==> src/rtl/fx_kport_if.sv <==
// KPC register-side bus of one K-Port transceiver: start controls and pad word,
// plus the status/data that software reads back.
interface fx_kport_if;
   logic        TRG;
   logic        MOD;
   logic        IOS;
   logic [31:0] TXD;
   logic        RD_ACK;
   logic [31:0] RXD;
   logic        BUSY;
   logic        END;
   logic        KINT;

   modport master (output TRG, MOD, IOS, TXD, RD_ACK, input RXD, BUSY, END, KINT);
   modport slave  (input TRG, MOD, IOS, TXD, RD_ACK, output RXD, BUSY, END, KINT);
endinterface

==> src/rtl/fx_kport.sv <==
// PC-FX K-Port serial transceiver: latch/clock/data protocol for one pad port.
// FX_KPORT_INT_EN enables the one-tick KINT pulse; otherwise KINT is tied low.
module fx_kport #(
   parameter int HALF = 4,
   parameter int BITS = 32
) (
   input  logic        CLK,
   input  logic        RESn,
   input  logic        CE,
   fx_kport_if.slave   kpc,
   output logic        KP_LATCH,
   output logic        KP_CLK,
   input  logic        KP_DI,
   output logic        KP_DO,
   output logic        KP_OE
);
   localparam logic [2:0] IDLE     = 3'd0;
   localparam logic [2:0] LATCH    = 3'd1;
   localparam logic [2:0] SHIFT_LO = 3'd2;
   localparam logic [2:0] SHIFT_HI = 3'd3;
   localparam logic [2:0] DONE     = 3'd4;

   localparam logic [7:0] HALF_M1 = 8'(HALF - 1);
   localparam logic [4:0] LAST    = 5'(BITS - 1);

   logic [2:0]  state;
   logic [7:0]  cnt;
   logic [4:0]  bit_idx;
   logic        ios_c;
   logic [31:0] txd_c;
   logic [31:0] sr;
   logic [31:0] rxd;
   logic        end_f;
   logic        busy;
   logic        shifting;

   always_ff @(posedge CLK) begin
      if (!RESn) begin
         state   <= IDLE;
         cnt     <= '0;
         bit_idx <= '0;
         ios_c   <= 1'b0;
         txd_c   <= '0;
         sr      <= '0;
         rxd     <= '0;
         end_f   <= 1'b0;
      end else if (CE) begin
         // DONE's set below follows this clear, so set wins on a collision
         if (kpc.RD_ACK) end_f <= 1'b0;
         case (state)
            IDLE: if (kpc.TRG) begin
               ios_c   <= kpc.IOS;
               txd_c   <= kpc.TXD;
               sr      <= '0;
               bit_idx <= '0;
               cnt     <= HALF_M1;
               state   <= kpc.MOD ? LATCH : SHIFT_LO;
            end
            // Latch spans two halves; bit_idx[0] marks the second half so the
            // 8-bit phase counter only ever holds HALF-1.
            LATCH: if (cnt == '0) begin
               cnt <= HALF_M1;
               if (bit_idx[0]) begin
                  bit_idx <= '0;
                  state   <= SHIFT_LO;
               end else begin
                  bit_idx <= 5'd1;
               end
            end else begin
               cnt <= cnt - 8'd1;
            end
            SHIFT_LO: if (cnt == '0) begin
               cnt         <= HALF_M1;
               sr[bit_idx] <= KP_DI;
               state       <= SHIFT_HI;
            end else begin
               cnt <= cnt - 8'd1;
            end
            SHIFT_HI: if (cnt == '0) begin
               cnt <= HALF_M1;
               if (bit_idx == LAST) begin
                  state <= DONE;
               end else begin
                  bit_idx <= bit_idx + 5'd1;
                  state   <= SHIFT_LO;
               end
            end else begin
               cnt <= cnt - 8'd1;
            end
            DONE: begin
               rxd   <= ios_c ? sr : '0;
               end_f <= 1'b1;
               cnt   <= HALF_M1;
               state <= IDLE;
            end
            default: state <= IDLE;
         endcase
      end
   end

   assign busy     = (state != IDLE);
   assign shifting = (state == SHIFT_LO) || (state == SHIFT_HI);

   assign KP_LATCH = (state == LATCH);
   assign KP_CLK   = (state != SHIFT_LO);
   assign KP_OE    = busy & ~ios_c;
   assign KP_DO    = KP_OE & shifting & txd_c[bit_idx];

   assign kpc.RXD  = rxd;
   assign kpc.BUSY = busy;
   assign kpc.END  = end_f;
`ifdef FX_KPORT_INT_EN
   assign kpc.KINT = (state == DONE);
`else
   assign kpc.KINT = 1'b0;
`endif
endmodule

==> src/flat_wrapper.sv <==
// flat-port wrapper written by rule: the top's interface ports become plain ports
module fx_kport_flat 
#(
   parameter int HALF = 4,
   parameter int BITS = 32
)
  (CLK, RESn, CE, KP_LATCH, KP_CLK, KP_DI, KP_DO, KP_OE, kpc_TRG, kpc_MOD, kpc_IOS, kpc_TXD, kpc_RD_ACK, kpc_RXD, kpc_BUSY, kpc_END, kpc_KINT);
  fx_kport_if kpc_i ();
  input  logic CLK;
  input  logic RESn;
  input  logic CE;
  output logic KP_LATCH;
  output logic KP_CLK;
  input  logic KP_DI;
  output logic KP_DO;
  output logic KP_OE;
  input wire logic [$bits(kpc_i.TRG)-1:0] kpc_TRG;
  input wire logic [$bits(kpc_i.MOD)-1:0] kpc_MOD;
  input wire logic [$bits(kpc_i.IOS)-1:0] kpc_IOS;
  input wire logic [$bits(kpc_i.TXD)-1:0] kpc_TXD;
  input wire logic [$bits(kpc_i.RD_ACK)-1:0] kpc_RD_ACK;
  output wire logic [$bits(kpc_i.RXD)-1:0] kpc_RXD;
  output wire logic [$bits(kpc_i.BUSY)-1:0] kpc_BUSY;
  output wire logic [$bits(kpc_i.END)-1:0] kpc_END;
  output wire logic [$bits(kpc_i.KINT)-1:0] kpc_KINT;
  assign kpc_i.TRG = kpc_TRG;
  assign kpc_i.MOD = kpc_MOD;
  assign kpc_i.IOS = kpc_IOS;
  assign kpc_i.TXD = kpc_TXD;
  assign kpc_i.RD_ACK = kpc_RD_ACK;
  assign kpc_RXD = kpc_i.RXD;
  assign kpc_BUSY = kpc_i.BUSY;
  assign kpc_END = kpc_i.END;
  assign kpc_KINT = kpc_i.KINT;
  fx_kport #(.HALF(HALF), .BITS(BITS)) u_core (.CLK(CLK), .RESn(RESn), .CE(CE), .kpc(kpc_i), .KP_LATCH(KP_LATCH), .KP_CLK(KP_CLK), .KP_DI(KP_DI), .KP_DO(KP_DO), .KP_OE(KP_OE));
endmodule
==> config.mk <==
export PLATFORM = sky130hd
export DESIGN_NAME = fx_kport_flat
export DESIGN_NICKNAME = d
export VERILOG_FILES = /design/src/rtl/fx_kport_if.sv /design/src/rtl/fx_kport.sv /design/src/flat_wrapper.sv
export SDC_FILE = /design/constraint.sdc
export NUM_CORES = 1
export LEC_CHECK = 0
export CORE_UTILIZATION = 39
export DETAILED_ROUTE_END_ITERATION = 10
export GPL_ROUTABILITY_DRIVEN = 0
export MAX_ROUTING_LAYER = met4
export PLACE_DENSITY = 0.71
export SYNTH_ARGS = -nofsm -noshare
export SYNTH_HDL_FRONTEND = slang
export SYNTH_SLANG_ARGS = --single-unit
==> constraint.sdc <==
create_clock -name CLK -period 2.8 [get_ports CLK]
set_input_delay 0.7 -clock CLK [delete_from_list [all_inputs] [get_ports CLK]]
set_output_delay 0.7 -clock CLK [all_outputs]
set_load 0.005 [all_outputs]
==> run summary, run 1 <==
Power density over cell area: 729 nW/um2
Synthesized Nets: 714
Syn avg cell area: 8.29 um2
Final period util: 100%
Slew Limit Fails: 0
Clock Skew: 0.00497 ns
CTS tree: done
Die height: 121 um
Part of the power in registers: 34.6%
Htree depth: 4
Max clock buf depth: 2
Syn Inst Count: 668
Worst Path Max Fanout: 7
Sw Ratio: 27.3%
Hold Buf Count CTS: 0
Status: complete, but fails checks
Startpoint Class: flop
Failing checks: setup timing
Critical-path cell list: buf_4 -> nand2b_1 -> o221ai_2 -> a31oi_4 -> a2111oi_4 -> buf_2
Int Power: 0.00382 W
Die area: 14,700 um2
Routed wire length: 14.1 mm
Final setup TNS: -0.00843 ns
CP Class: flop to output pin
Finished Cell Area: 7200 um2
Total Routing Usage GR: 20.5%
Final WS setup: -0.00843 ns
Initial core utilization: 39.9%
Vias per inst: 5.53
Largest net degree at the start of global routing: 50
Grt total ovfl: 0
Max Fclk: 0.356 GHz
Buf+Inv Stages, Crit Path: 2
CP max stage cell: a2111oi_4
Residual DRC count: 0
CP delay by family, top: compound AO/OA/AOI/OAI gates
Crit path largest cell delay: 0.42 ns
Yosys cell types: 55
Postcts setup bufs: 0
Fin crit period: 2.81 ns
EDFF count, synth: 0
Placed cells: 888
Max IR drop VDD: 0.432 mV
Num rows: 43
Vias in the first global route: 4,774
Worst setup EP type: output pin
Relative slew margins: 63.5%
Hold Worst Slack: 0.448 ns
Max Cap Viol: 0
Psw: 0.00143 W
Clk_lat worst skew: 0.42 ns
Worst-margin pin slew: 0.543 ns
Nets: 771
Finish-stage setup viols: 1
# diodes: 0
Core area: 13,900 um2
Initial DRT Pass Iterations: 5
Final Hold Viols: 0
DP Wirelength: 9.54 mm
Synth warnings: 0
Wire per inst: 15.3 um
Global-route wire length before repair: 22.8 mm
Power, Total: 0.00525 W
Port Buffers: 77
Via count: 5,074
Register area share after synthesis: 41.2%
Synth cell count leaders: dfxtp_1, nand2_1, a21oi_1, clkbuf_1, nand3_1
Mapped Area: 5540 um2
Num ports: 79
Initial DRC Count: 297
Worst hold path type: flop to flop
Share of layout cells above drive strength 1: 12.5%
Yosys top cell by area: dfxtp_1
Synth top area share: 41.2%
Finished Layout Cells: 918
Num CTS Buffers: 17
Dpl cell area: 6480 um2
RSZ-0062 raised after global routing: true
Clk pwr share: 44.5%
TritonCTS sink count: 114
Clock root cell: clkbuf_16
Logic pwr share: 20.9%
Die width: 121 um
Critical Path RT: 2.10 ns
Main synth FF type: dfxtp_1
Async set-reset flop share out of synthesis: 0%
Synth area leaders: dfxtp_1, a21oi_1, nand2_1
CP arrival: 2.11 ns
Area Overhead vs Synth: 30.0%
CTS clk-pin slew, worst paths: 0.05 ns
Synthesis-stage register bit count: 114
ANT nets after route: 0
Top-count cell post-synth: dfxtp_1
Initial antenna violation count: 0
Leakage power total: 2.60 nW
-- cells by family after synthesis --
kind of cell | after synthesis | synth area share, %
buffers and inverters | 79 | 6.14
XOR/XNOR | 1 | 0.158
flip-flops | 114 | 41.2
AND/OR/NAND/NOR | 251 | 24.0
multiplexers | 15 | 3.61
AO/OA/AOI/OAI | 201 | 23.4
other | 1 | 0.0677
adder cells (fa/ha/maj) | 6 | 1.36
-- sequential cells by signal (all words and copies together) (netlist names) --
signal	count
u_core.ios_c	1
u_core.state	3
u_core.kpc.RXD	32
u_core.kpc.END	1
u_core.cnt	8
u_core.txd_c	32
u_core.sr	32
u_core.bit_idx	5
-- worst reg2reg max path, cell delays in order (launching register included) --
cell     delay (ns)
dfxtp_4        0.37
buf_6          0.15
buf_4          0.15
ha_1           0.32
and3_1         0.25
ha_1           0.22
a21o_1         0.21
or2_2          0.33
mux2i_1        0.24
-- power by group through the flow --
stage / logic, W / registers [W] / clock network (W)
after floorplan: 0.000772 / 0.00181 / 0
after global placement: 0.00104 / 0.00184 / 0
after detailed placement: 0.00106 / 0.00184 / 0
after CTS: 0.00108 / 0.00181 / 0.00237
after global routing: 0.00121 / 0.00183 / 0.00245
final: 0.00110 / 0.00182 / 0.00234
-- cells in the final DEF, fill, tap and decap left out, drive strengths merged, types with 5 or more instances in the layout --
cell,Yosys,final
dfxtp,114,114
nand2,109,109
a21oi,88,88
clkdlybuf4s50,0,76
nand3,43,43
a22o,34,34
buf,14,31
o21ai,25,25
clkbuf,55,21
a21o,18,18
nor2,17,17
o21bai,16,16
nor4bb,12,12
nand4b,12,12
mux2i,11,11
inv,10,10
and3,10,10
nand4,7,7
nand2b,6,6
ha,6,6
or3,6,6
nor3,5,5
bufinv,0,5
clkinv,0,5
nor3b,5,5
nor4b,5,5
-- stage by stage --
stage,worst slack [ns],util [%]
2_1_floorplan,0.480,-
3_3_place_gp,-0.230,46.7
3_5_place_dp,-0.370,46.7
4_1_cts,0.00274,51.5
5_1_grt,-0.121,51.9
6_report,-0.00843,51.9
-- cell type report --
type	instances	area, um2
clock buffer	21	460
inverter	10	37.5
multi-input combinational	475	3010
tap	180	225
sequential	114	2290
timing repair buffer	107	995
clock inverter	11	183
fill	1281	6680
-- worst paths after layout --
| kind | startpoint | to | slack (ns) | cells after the start |
|---|---|---|---|---|
| worst max-delay path | u_core.bit_idx[4] | KP_DO | -0.008 | 6 |
| worst max register to register | u_core.bit_idx[1] | u_core.bit_idx[1] | 0.46 | 8 |
| worst min register to register | u_core.kpc.RXD[0] | u_core.kpc.RXD[0] | 0.45 | 2 |
| worst min-delay path | u_core.kpc.RXD[0] | u_core.kpc.RXD[0] | 0.45 | 2 |
-- layer usage --
layer	GRT usage, %	vias up	share of wire, %
li1	-	2530	-
met1	23.9	2360	44
met2	32.0	147	48
met3	5.45	37	4.6
met4	11.3	0	3.6
met5	-	-	0
-- what timing repair did --
action / in CTS / in global routing
pin swaps: 5 / 5
gates resized for setup: 17 / 8
setup endpoints to repair: 1 / 2
Note: power is estimated with default switching activity, not from simulation.
==> run 2, diff against run 1 <==
Settings changed: CORE_MARGIN from default to 8, SKIP_LAST_GASP from default to 1.
==> run 2 against run 1 <==
Net effect: largest cell class unchanged; the flow now finishes without violations; via count is essentially flat; combinational power fell by 4%; critical endpoint unchanged; critical path type unchanged; first-iteration DRC count grew 4.4%.
==> run summary, run 2 (synthesis gave the netlist of run 1 again) <==
Grt total ovfl: 0 (unchanged)
Die height: 135 um (+12%)
CTS tree: done
Global-route wire length before repair: 23.9 mm (+4.8%)
Area Overhead vs Synth: 27.3%
Die width: 135 um (+12%)
Residual DRC count: 0 (unchanged)
Vias in the first global route: 4,987 (+4.5%)
Core area: 13,900 um2 (unchanged)
Port Buffers: 77 (unchanged)
CP arrival: 2.05 ns (-0.06 ns)
# diodes: 0 (unchanged)
Power density over cell area: 689 nW/um2 (-5.5%)
RSZ-0062 raised after global routing: true
Share of layout cells above drive strength 1: 11.7% (-0.78 points)
Num ports: 79 (unchanged)
Final Hold Viols: 0 (unchanged)
Critical-path cell list: or3_4 -> o221ai_2 -> a221oi_2 -> a2111oi_2 -> buf_2
Clock Skew: 0.0182 ns (+0.0132 ns)
Max IR drop VDD: 0.518 mV (+20%)
Leading cell type in the layout, fill and taps excluded: nand2_1
Finish-stage setup viols: 0 (-1)
Max clock buf depth: 2 (unchanged)
Relative slew margins: 63.8% (+0.30 points)
Initial DRT Pass Iterations: 5 (unchanged)
Final WS setup: 0.0532 ns (+0.0616 ns)
Routed wire length: 14.4 mm (+2.2%)
Via count: 5,073 (-0.020%)
Num CTS Buffers: 17 (unchanged)
Clk_lat worst skew: 0.42 ns (about the same)
CTS clk-pin slew, worst paths: 0.05 ns (about the same)
Total Routing Usage GR: 16.6% (-3.9 points)
Worst-margin pin slew: 0.541 ns (-0.00255 ns)
Instance count on the critical path: 5 (-1)
Clock root cell: clkbuf_16
Final period util: 98.1% (-2.2 points)
Critical Path RT: 2.10 ns (about the same)
Most frequent cells in the layout: nand2_1, dfxtp_1, a21oi_1
Startpoint Class: flop
Pre-CTS WS: -0.343 ns (+0.0267 ns)
Slew Limit Fails: 0 (unchanged)
Wire per inst: 15.7 um (+2.4%)
Vias per inst: 5.54 (+0.20%)
Nets: 769 (-0.26%)
Buf+Inv Stages, Crit Path: 1 (-1)
ANT nets after route: 0 (unchanged)
Initial antenna violation count: 0 (unchanged)
CP max stage cell: a2111oi_2
Initial DRC Count: 310 (+4.4%)
TritonCTS sink count: 114 (unchanged)
Htree depth: 4 (unchanged)
DP Wirelength: 10.1 mm (+5.9%)
Max Cap Viol: 0 (unchanged)
Max Fclk: 0.364 GHz (+2.2%)
Status: finished, final reports clean
Leakage power total: 2.55 nW (-1.9%)
Largest net degree at the start of global routing: 50 (unchanged)
Fin crit period: 2.75 ns (-0.0616 ns)
Worst Path Max Fanout: 3 (-4)
Crit path largest cell delay: 0.45 ns (+0.03 ns)
Worst hold path type: flop to flop
Worst setup EP type: output pin
CP delay by family, top: compound AO/OA/AOI/OAI gates
CP Class: flop to output pin
FF-to-FF path depth: 8 (unchanged)
Finished Cell Area: 7050 um2 (-2.1%)
Die area: 18,300 um2 (+24%)
Num rows: 43 (unchanged)
Cells on Worst Hold Path: 2 (unchanged)
Initial core utilization: 39.9% (unchanged)
Dpl cell area: 6440 um2 (-0.66%)
-- run 2: cell types whose count changed in the layout (fill, tap and decap cells not counted), sizes merged --
cell | before | now
clkinvlp | 1 | 0
bufinv | 5 | 0
clkbuf | 21 | 28
clkinv | 5 | 4
buf | 31 | 29
-- run 2: area by class of cell --
| type | instances | area [um2] |
|---|---|---|
| sequential | 114 | 2290 |
| multi-input combinational | 475 | 2960 |
| fill | 1318 | 6830 |
| clock inverter | 4 | 20.0 |
| tap | 180 | 225 |
| clock buffer | 28 | 537 |
| timing repair buffer | 105 | 980 |
| inverter | 10 | 37.5 |
-- run 2: what timing repair did --
action / in CTS / in global routing
setup endpoints to repair: 1 / 3
setup buffers: 1 / 0
hold endpoints to repair: 0 / 0
gates resized for setup: 19 / 2
hold buffers: 0 / 0
pin swaps: 5 / 0
-- run 2: where the power goes --
group	leakage [nW]	internal, W	switching, W
combinational	1.34	0.000473	0.000591
sequential	0.926	0.00172	0.000102
clock	0.280	0.00129	0.000687
total	2.55	0.00348	0.00138
-- run 2: metrics by stage --
| stage | power (W) | cells | util, % | hold WS, ns | TNS, ns |
|---|---|---|---|---|---|
| after floorplan | 0.00258 | 668 | - | 0.433 | 0 |
| after global placement | 0.00286 | 884 | 46.4 | 0.439 | -0.259 |
| after detailed placement | 0.00289 | 884 | 46.4 | 0.449 | -0.343 |
| after CTS | 0.00490 | 916 | 50.8 | 0.456 | 0 |
| after global routing | 0.00512 | 916 | 50.8 | 0.473 | -0.0331 |
| final | 0.00486 | 916 | 50.8 | 0.453 | 0 |
-- run 2: final timing paths --
kind | startpoint | to | slack (ns)
setup / recovery | u_core.bit_idx[4] | KP_DO | 0.05
hold / removal | u_core.kpc.RXD[27] | u_core.kpc.RXD[27] | 0.45
setup reg to reg | u_core.bit_idx[1] | u_core.state[1] | 0.46
hold reg to reg | u_core.kpc.RXD[27] | u_core.kpc.RXD[27] | 0.45
-- run 2: worst min-delay path, delay by kind of cell, from the launching register on --
family             cells  cell delay (ns)
AOI/OAI and AO/OA      1             0.05
DFF                    1             0.31
and+or+nand+nor        1             0.05
-- run 2: per-layer routing --
metal	GRT usage [%]	vias to the layer above	wire length (um)
li1	-	2522	-
met1	18.7	2358	6250
met2	26.3	158	6880
met3	4.53	35	798
met4	9.50	0	435
met5	-	-	0
==> run 3, diff against run 2 <==
Settings changed: SLEW_MARGIN from default to 10.
Clock period 2.8 ns to 3.1 ns, I/O delays scaled along.
==> run 3 against run 2 <==
Net effect: utilization up 0.61 points; clock skew shrank 0.0083 ns; sequential power decreased by 9.9%; via count fell by 1.0%; worst setup slack better by 0.092 ns; clock-buffer cell count is 5 lower.
==> run summary, run 3 (synthesis gave the netlist of run 1 again) <==
Status: finished, final reports clean
Die area: 18,300 um2 (unchanged)
Total Routing Usage GR: 16.5% (-0.098 points)
Power density over cell area: 661 nW/um2 (-4.1%)
Core area: 13,900 um2 (unchanged)
Leakage power total: 2.57 nW (+0.86%)
Most frequent cells in the layout: nand2_1, dfxtp_1, a21oi_1
Fin crit period: 2.96 ns
Initial DRC Count: 359 (+16%)
Worst setup EP type: output pin
Worst hold path type: flop to flop
CP Class: flop to output pin
TritonCTS sink count: 114 (unchanged)
CP arrival: 2.18 ns (+0.13 ns)
Hold Buf Count CTS: 0 (unchanged)
Power, Total: 0.00472 W (-2.9%)
Vias per inst: 5.51 (-0.50%)
Largest net degree at the start of global routing: 50 (unchanged)
Final period util: 95.3%
Via count: 5,020 (-1.0%)
Finish-stage setup viols: 0 (unchanged)
Vias in the first global route: 4,889 (-2.0%)
Share of layout cells above drive strength 1: 11.4% (-0.33 points)
CTS tree: done
Num ports: 79 (unchanged)
Slew Limit Fails: 0 (unchanged)
Initial antenna violation count: 0 (unchanged)
Relative slew margins: 59.8% (-4.0 points)
Worst-margin pin slew: 0.598 ns (+0.0574 ns)
Final Core Density: 51.4% (+0.61 points)
Grt total ovfl: 0 (unchanged)
Finished Cell Area: 7140 um2 (+1.2%)
Area Overhead vs Synth: 28.8%
# diodes: 0 (unchanged)
Num CTS Buffers: 17 (unchanged)
DP Wirelength: 10.0 mm (-0.99%)
Nets: 764 (-0.65%)
Max IR drop VDD: 0.369 mV (-29%)
Clock Skew: 0.00985 ns (-0.00833 ns)
Startpoint Class: flop
Dpl cell area: 6390 um2 (-0.82%)
Residual DRC count: 0 (unchanged)
Global-route wire length before repair: 23.8 mm (-0.58%)
Clk_lat worst skew: 0.42 ns (about the same)
RSZ-0062 raised after global routing: false
Max Fclk: 0.338 GHz
Wire per inst: 16.0 um (+2.0%)
Initial core utilization: 39.9% (unchanged)
ANT nets after route: 0 (unchanged)
Initial DRT Pass Iterations: 5 (unchanged)
Num rows: 43 (unchanged)
Final WS setup: 0.145 ns (+0.0916 ns)
Port Buffers: 77 (unchanged)
Hold Worst Slack: 0.450 ns (-0.00274 ns)
Clock root cell: clkbuf_16
Critical Path RT: 2.32 ns (+0.22 ns)
CTS clk-pin slew, worst paths: 0.05 ns (about the same)
Final Hold Viols: 0 (unchanged)
Die height: 135 um (unchanged)
Routed wire length: 14.6 mm (+1.4%)
Pre-CTS WS: -0.136 ns (+0.207 ns)
Worst Path Max Fanout: 5 (+2)
Max Cap Viol: 0 (unchanged)
Htree depth: 4 (unchanged)
Die width: 135 um (unchanged)
Max clock buf depth: 2 (unchanged)
-- run 3: changes by cell type in the layout (fill, tap and decap cells not counted), sizes merged --
cell / before / now
bufinv: 0 / 4
clkbuf: 28 / 23
clkdlybuf4s15: 0 / 1
buf: 29 / 23
clkinv: 4 / 5
-- run 3: metrics by stage --
| step | std cells | setup TNS (ns) |
|---|---|---|
| final | 911 | 0 |
| after floorplan | 668 | 0 |
| after global routing | 911 | 0 |
| after CTS | 912 | 0 |
| after global placement | 877 | -0.0645 |
| after detailed placement | 877 | -0.136 |
-- run 3: repair_timing --
action                                  CTS  global route
pin swaps                                 4             2
resized for setup                        19             2
endpoints found under the hold margin     0             0
buffers inserted                          3             0
endpoints found under the setup margin    1             1
-- run 3: area by class of cell --
class	count	area, um2
Inverter	10	37.5
Multi-Input combinational cell	475	2970
Tap cell	180	225
Sequential cell	114	2300
Clock buffer	23	508
Clock inverter	9	149
Timing Repair Buffer	100	951
Fill cell	1271	6740
-- run 3: worst max-delay path: stages (launching register included) --
cell and delay [ns]:
dfxtp_4 0.40, mux4_2 0.51, nor3b_4 0.17, a221oi_2 0.33
a2111oi_4 0.13, clkdlybuf4s15_1 0.23
-- run 3: power by group --
part | switching [W] | leakage (nW) | internal, W
registers | 0.0000911 | 0.926 | 0.00155
clock network | 0.000655 | 0.329 | 0.00147
logic | 0.000536 | 1.31 | 0.000419
-- run 3: routing by layer --
metal | part of all wire, % | vias up | global-route usage (%)
met5 | 0 | - | -
met4 | 1.4 | 0 | 5.74
met3 | 5.3 | 17 | 4.67
met2 | 48 | 167 | 26.9
met1 | 45 | 2322 | 19.2
li1 | - | 2514 | -
-- run 3: path summary, 6_finish.rpt --
kind	from	endpoint	slack [ns]	cells past startpoint
setup / recovery	u_core.bit_idx[1]	KP_DO	0.14	5
hold / removal	u_core.kpc.RXD[0]	u_core.kpc.RXD[0]	0.45	2
setup reg to reg	u_core.bit_idx[0]	u_core.state[1]	0.72	8
hold reg to reg	u_core.kpc.RXD[0]	u_core.kpc.RXD[0]	0.45	2
==> edit 1: new RTL, config.mk and constraints of run 2 <==
The option `FX_KPORT_INT_EN` is turned on by a define.
--- a/src/rtl/fx_kport.sv
+++ b/src/rtl/fx_kport.sv
@@ -1,5 +1,7 @@
 // PC-FX K-Port serial transceiver: latch/clock/data protocol for one pad port.
 // FX_KPORT_INT_EN enables the one-tick KINT pulse; otherwise KINT is tied low.
+`define FX_KPORT_INT_EN
+
 module fx_kport #(
    parameter int HALF = 4,
    parameter int BITS = 32
Function: same outputs for any inputs over 4 cycles, from zero or initial values; that may be too few to reach the edited logic, so the function may still have changed.
==> edit 1 against run 2 <==
Utilization increased by 2.5 points; synthesized area is 13% lower; routed wire length fell by 12%; synthesized cell count fell by 11%; final area is 8.8% lower; sequential cell count unchanged; first-iteration DRC count decreased by 14%; die area is 11% lower; worst setup slack gained 12 ps; largest cell class unchanged; highest routed layer unchanged.
Power is not compared: it rests on default switching activity, and its combinational part moved more than twofold at a synthesized area within 25%.
==> edit 1: results (changes against run 2) <==
- IR analysis of the VDD net gives a maximum drop of 0.354 mV.
- The average footprint of a synthesized cell is 8.13 µm² (-1.9%).
- The count of cells along the worst register-to-register path came to 7 (-1).
- The clock reaches the later pin of the worst-skew pair after 410 ps.
- The global-route usage over all layers is 16.6% (about the same).
- The commonest cells after synthesis are nand2_1 (122), dfxtp_1 (114), a21oi_1 (69).
- The via count of the first global-routing pass is 4,567 (-8.4%).
- The number of placed cells counting well taps is 821 (-7.1%).
- The pin count of the biggest net entering global routing is 34 (-32%).
- The count of TritonRoute iterations in the first routing pass was 5 (unchanged).
- The worst register-to-register path begins at u_core.cnt[0]$_SDFFE_PN0P_.
- The distinct cell type count of the synthesized netlist came to 45 (-18%).
- Ranked by total cell area, the synthesized netlist is headed by dfxtp_1 (47%), nand2_1 (9.5%), a21oi_1 (7.1%).
- The violation count after the first detailed-routing iteration was 266 (-14%).
- The flow ran to the end, and the final reports show no timing, DRC or antenna violations.
- The data arrival time of the critical path is 2030 ps (-20 ps).
- The source of the critical timing path is u_core.bit_idx[1]$_SDFFE_PN0P_.
- The peak fanout along the critical path is 7 (+4).
- The worst slack after detailed placement is -81.3 ps (+262 ps).
- The non-filler instance count after layout is 851 (-7.1%).
- The number of cells on the worst hold path was 2 (unchanged).
- The number of port buffers came to 78 (+1.3%).
- The startpoint identified for the worst hold timing path is u_core.kpc.RXD[4]$_SDFFE_PN0P_.
- The wire length reported by the detailed router came to 12,600 µm (-12%).
- The number of nets in the synthesized netlist was 641 (-10%).
- The post-detailed-placement half-perimeter wirelength is 9080 µm (-10%).
- For this run, the leading register cell type out of synthesis is dfxtp_1.
- The count of inserted antenna diode cells is 0 (unchanged).
- The transition time of the tightest slew-check pin came to 456 ps (-84.5 ps).
- The count of vias placed by the detailed router is 4,529 (-11%).
- The part of the Yosys area used for sequential elements is 47.2% (+6.0 points).
- The wire length of the first global-routing pass is 21,600 µm (-9.8%).
- The switching power is 1.01 mW.
- The number of warnings printed during yosys synthesis is 0 (unchanged).
- The setup clock skew after layout is 6.76 ps (-11.4 ps).
- The number of antenna violations at the first check in global routing was 0 (unchanged).
- The net total in the final layout is 718 (-6.6%).
- Summed over all cells, the static leakage comes to 2.21 nW.
- The number of H-tree branching levels is 4 (unchanged).
- The share of post-route cells with drive strength above 1 was 10.5% (-1.1 points).
- The clock slew seen by the registers of the worst setup and hold paths came to 50 ps (about the same).
-- edit 1: cell count changes in the layout (fill, tap and decap cells not counted), moves of 10 or more --
cell      change
o211ai_1     +35
a22o_1       -34
a21oi_1      -19
a21o_1       -17
o21bai_1     -16
nand2_1      +13
nor2_1       +13
nor4bb_1     -12
nand4b_1     -11
nand3_1      +10
o21ai_0      +10
-- edit 1: cells by family after synthesis --
logic type | after synthesis | share of synthesized area [%]
buf+inv | 53 | 4.27
fa+ha+maj | 6 | 1.55
simple gates | 244 | 23.0
xor+xnor | 6 | 1.09
compound gates | 156 | 19.1
flops | 114 | 47.2
mux | 16 | 3.90
-- edit 1: power groups by stage --
| stage | Clock [mW] | Sequential (mW) | Combinational (mW) |
|---|---|---|---|
| finish | 2.06 | 1.72 | 0.439 |
| detailed placement | 0 | 1.75 | 0.433 |
| CTS | 2.09 | 1.72 | 0.436 |
| global route | 2.18 | 1.73 | 0.491 |
| global placement | 0 | 1.75 | 0.424 |
| floorplan | 0 | 1.74 | 0.290 |
-- edit 1: worst paths after layout --
check                                                      end  slack [ps]
worst max-delay path                                     KP_DO          70
worst min-delay path            u_core.kpc.RXD[4]$_SDFFE_PN0P_         450
worst max register to register       u_core.sr[4]$_SDFFE_PN0P_         530
worst min register to register  u_core.kpc.RXD[4]$_SDFFE_PN0P_         450
-- edit 1: critical path, cell delays in order, from the launching register on --
cell	delay, ps
dfxtp_4	400
mux4_2	500
a32oi_1	200
o311ai_1	130
o211a_1	250
buf_2	130
-- edit 1: layer usage --
layer	track usage [%]	part of all wire, %	up-vias
met5	-	0	-
met4	5.60	1.2	0
met3	5.24	5.8	12
met2	26.8	48	151
met1	19.3	45	2124
li1	-	-	2242
-- edit 1: through the flow --
step / cell area [µm²] / power (mW) / utilization, %
3_3_place_gp: 5840 / 2.18 / 48.4
6_report: 6430 / 4.22 / 53.3
5_1_grt: 6430 / 4.40 / 53.3
3_5_place_dp: 5840 / 2.19 / 48.4
4_1_cts: 6410 / 4.25 / 53.2
2_1_floorplan: 4840 / 2.03 / -
-- edit 1: final cells by class --
| cell class | instances | area [µm²] |
|---|---|---|
| clock buffer | 21 | 460 |
| clock inverter | 9 | 109 |
| fill | 1108 | 5630 |
| inverter | 9 | 33.8 |
| multi-input combinational | 428 | 2370 |
| sequential | 114 | 2290 |
| tap | 168 | 210 |
| timing repair buffer | 102 | 963 |
-- edit 1: repair_timing --
action,4_1_cts,5_1_grt
buffers inserted,0,0
setup endpoints to repair,1,1
pin swaps,3,1
resized for setup,11,5
hold endpoints to repair,0,0
==> edit 2: new RTL, settings of run 2 <==
Without the edit above. `BITS` is set to 32 in 2 places; all go to 16.
--- a/src/rtl/fx_kport.sv
+++ b/src/rtl/fx_kport.sv
@@ -2,7 +2,7 @@
 // FX_KPORT_INT_EN enables the one-tick KINT pulse; otherwise KINT is tied low.
 module fx_kport #(
    parameter int HALF = 4,
-   parameter int BITS = 32
+   parameter int BITS = 16
 ) (
    input  logic        CLK,
    input  logic        RESn,
--- a/src/flat_wrapper.sv
+++ b/src/flat_wrapper.sv
@@ -2,7 +2,7 @@
 module fx_kport_flat 
 #(
    parameter int HALF = 4,
-   parameter int BITS = 32
+   parameter int BITS = 16
 )
   (CLK, RESn, CE, KP_LATCH, KP_CLK, KP_DI, KP_DO, KP_OE, kpc_TRG, kpc_MOD, kpc_IOS, kpc_TXD, kpc_RD_ACK, kpc_RXD, kpc_BUSY, kpc_END, kpc_KINT);
   fx_kport_if kpc_i ();
Check against the original RTL: no difference found for any inputs over 4 cycles, from zero or initial values; that may be too few to reach the edited logic, so the function may still have changed.
==> edit 2 against run 2 <==
Final area fell by 8.5%; critical path depth stayed put; via count down 12%; sequential cell count is the same; routed wire length is 11% lower; worst setup slack improved by 18 ps; synthesized area fell by 10%; critical endpoint unchanged.
Power is not compared: it rests on default switching activity, and its combinational part moved more than twofold at a synthesized area within 25%.
==> edit 2: results (changes against run 2) <==
- Sorting the synthesized cells by how often they occur yields dfxtp_1 (114), nand2_1 (102), a21oi_1 (76).
- For this run, the leading register cell type out of synthesis is dfxtp_1.
- The worst setup slack for register-to-register paths is 410 ps (-50 ps).
- After synthesis, the cell types taking the most area are dfxtp_1 (46%), nand2_1 (7.7%), a21oi_1 (7.7%).
- The average footprint of a synthesized cell is 8.56 µm² (+3.3%).
- The ratio of final minimum period to clock period is 97.5% (-0.63 points).
- The number of nets in the synthesized netlist was 626 (-12%).
- The via count of the first global-routing pass is 4,349 (-13%).
- The part of the Yosys area used for sequential elements is 46.0% (+4.8 points).
- The post-CTS repair timing setup buffer count is 0 (-1).
- The number of placed cells counting well taps is 800 (-9.5%).
- The pin count of the biggest net entering global routing is 52 (+4.0%).
- The source of the critical timing path is u_core.bit_idx[1]$_SDFFE_PN0P_.
- The critical register-to-register path startpoint is u_core.bit_idx[0]$_SDFFE_PN0P_.
- The path with the worst hold slack has its endpoint at u_core.kpc.RXD[20]$_SDFFE_PN0P_.
- The count of vias placed by the detailed router is 4,484 (-12%).
- The worst slack after detailed placement came to 13.3 ps (+356 ps).
- The worst hold path begins at u_core.kpc.RXD[20]$_SDFFE_PN0P_.
- The violation count after the first detailed-routing iteration is 281 (-9.4%).
- The wire length of the first global-routing pass was 20,900 µm (-12%).
- The net total in the final layout came to 693 (-9.9%).
- The global-route usage over all layers came to 16.2% (-0.48 points).
- The transition time of the tightest slew-check pin is 777 ps (+236 ps).
- The share of post-route cells with drive strength above 1 is 11.7% (-0.018 points).
- The instance area at placement is 5890 µm² (-8.5%).
- The post-detailed-route wirelength per cell is 15.4 µm (-1.8%).
- The setup clock skew after layout is 5.84 ps (-12.3 ps).
- The worst hold slack across all endpoints is 447 ps (-6.48 ps).
- The endpoint of the lowest-slack register-to-register path is u_core.bit_idx[3]$_SDFFE_PN0P_.
- The distinct cell type count of the synthesized netlist was 52 (-5.5%).
- The number of warnings printed during yosys synthesis came to 0 (unchanged).
- The peak fanout along the critical path was 5 (+2).
- The non-filler instance count after layout was 832 (-9.2%).
- The data arrival time of the critical path was 2030 ps (-20 ps).
- The post-detailed-placement half-perimeter wirelength is 9150 µm (-9.4%).
- The run finished with clean final reports.
==> edit 2: critical path: stages (launching register included) <==
cell and delay, ps:
dfxtp_4 370, mux4_2 500, and3_4 170, a221oi_2 270, a311oi_2 150, buf_2 160
==> edit 2: repair_timing <==
item,in CTS,in global routing
endpoints found under the setup margin,1,1
pin swaps,2,3
gates resized for setup,9,2
==> edit 2: logic make-up after synthesis <==
logic type / after synthesis / share of synthesized area [%]
flops: 114 / 46.0
compound gates: 141 / 19.0
mux: 12 / 3.43
other cells: 1 / 0.0755
simple gates: 245 / 24.4
buf+inv: 60 / 5.47
xor+xnor: 1 / 0.176
fa+ha+maj: 6 / 1.51
==> edit 2: metal layers <==
layer  GRT usage [%]  wire, µm
met5               -         0
met4            6.08       159
met3            4.39       677
met2            26.4      6290
met1            18.6      5690
==> edit 2: final cells by class <==
class	instances	area (µm²)
tap	172	215
clock buffer	17	425
inverter	9	33.8
multi-input combinational	406	2440
timing repair buffer	99	943
sequential	114	2290
fill	1187	6060
clock inverter	15	111
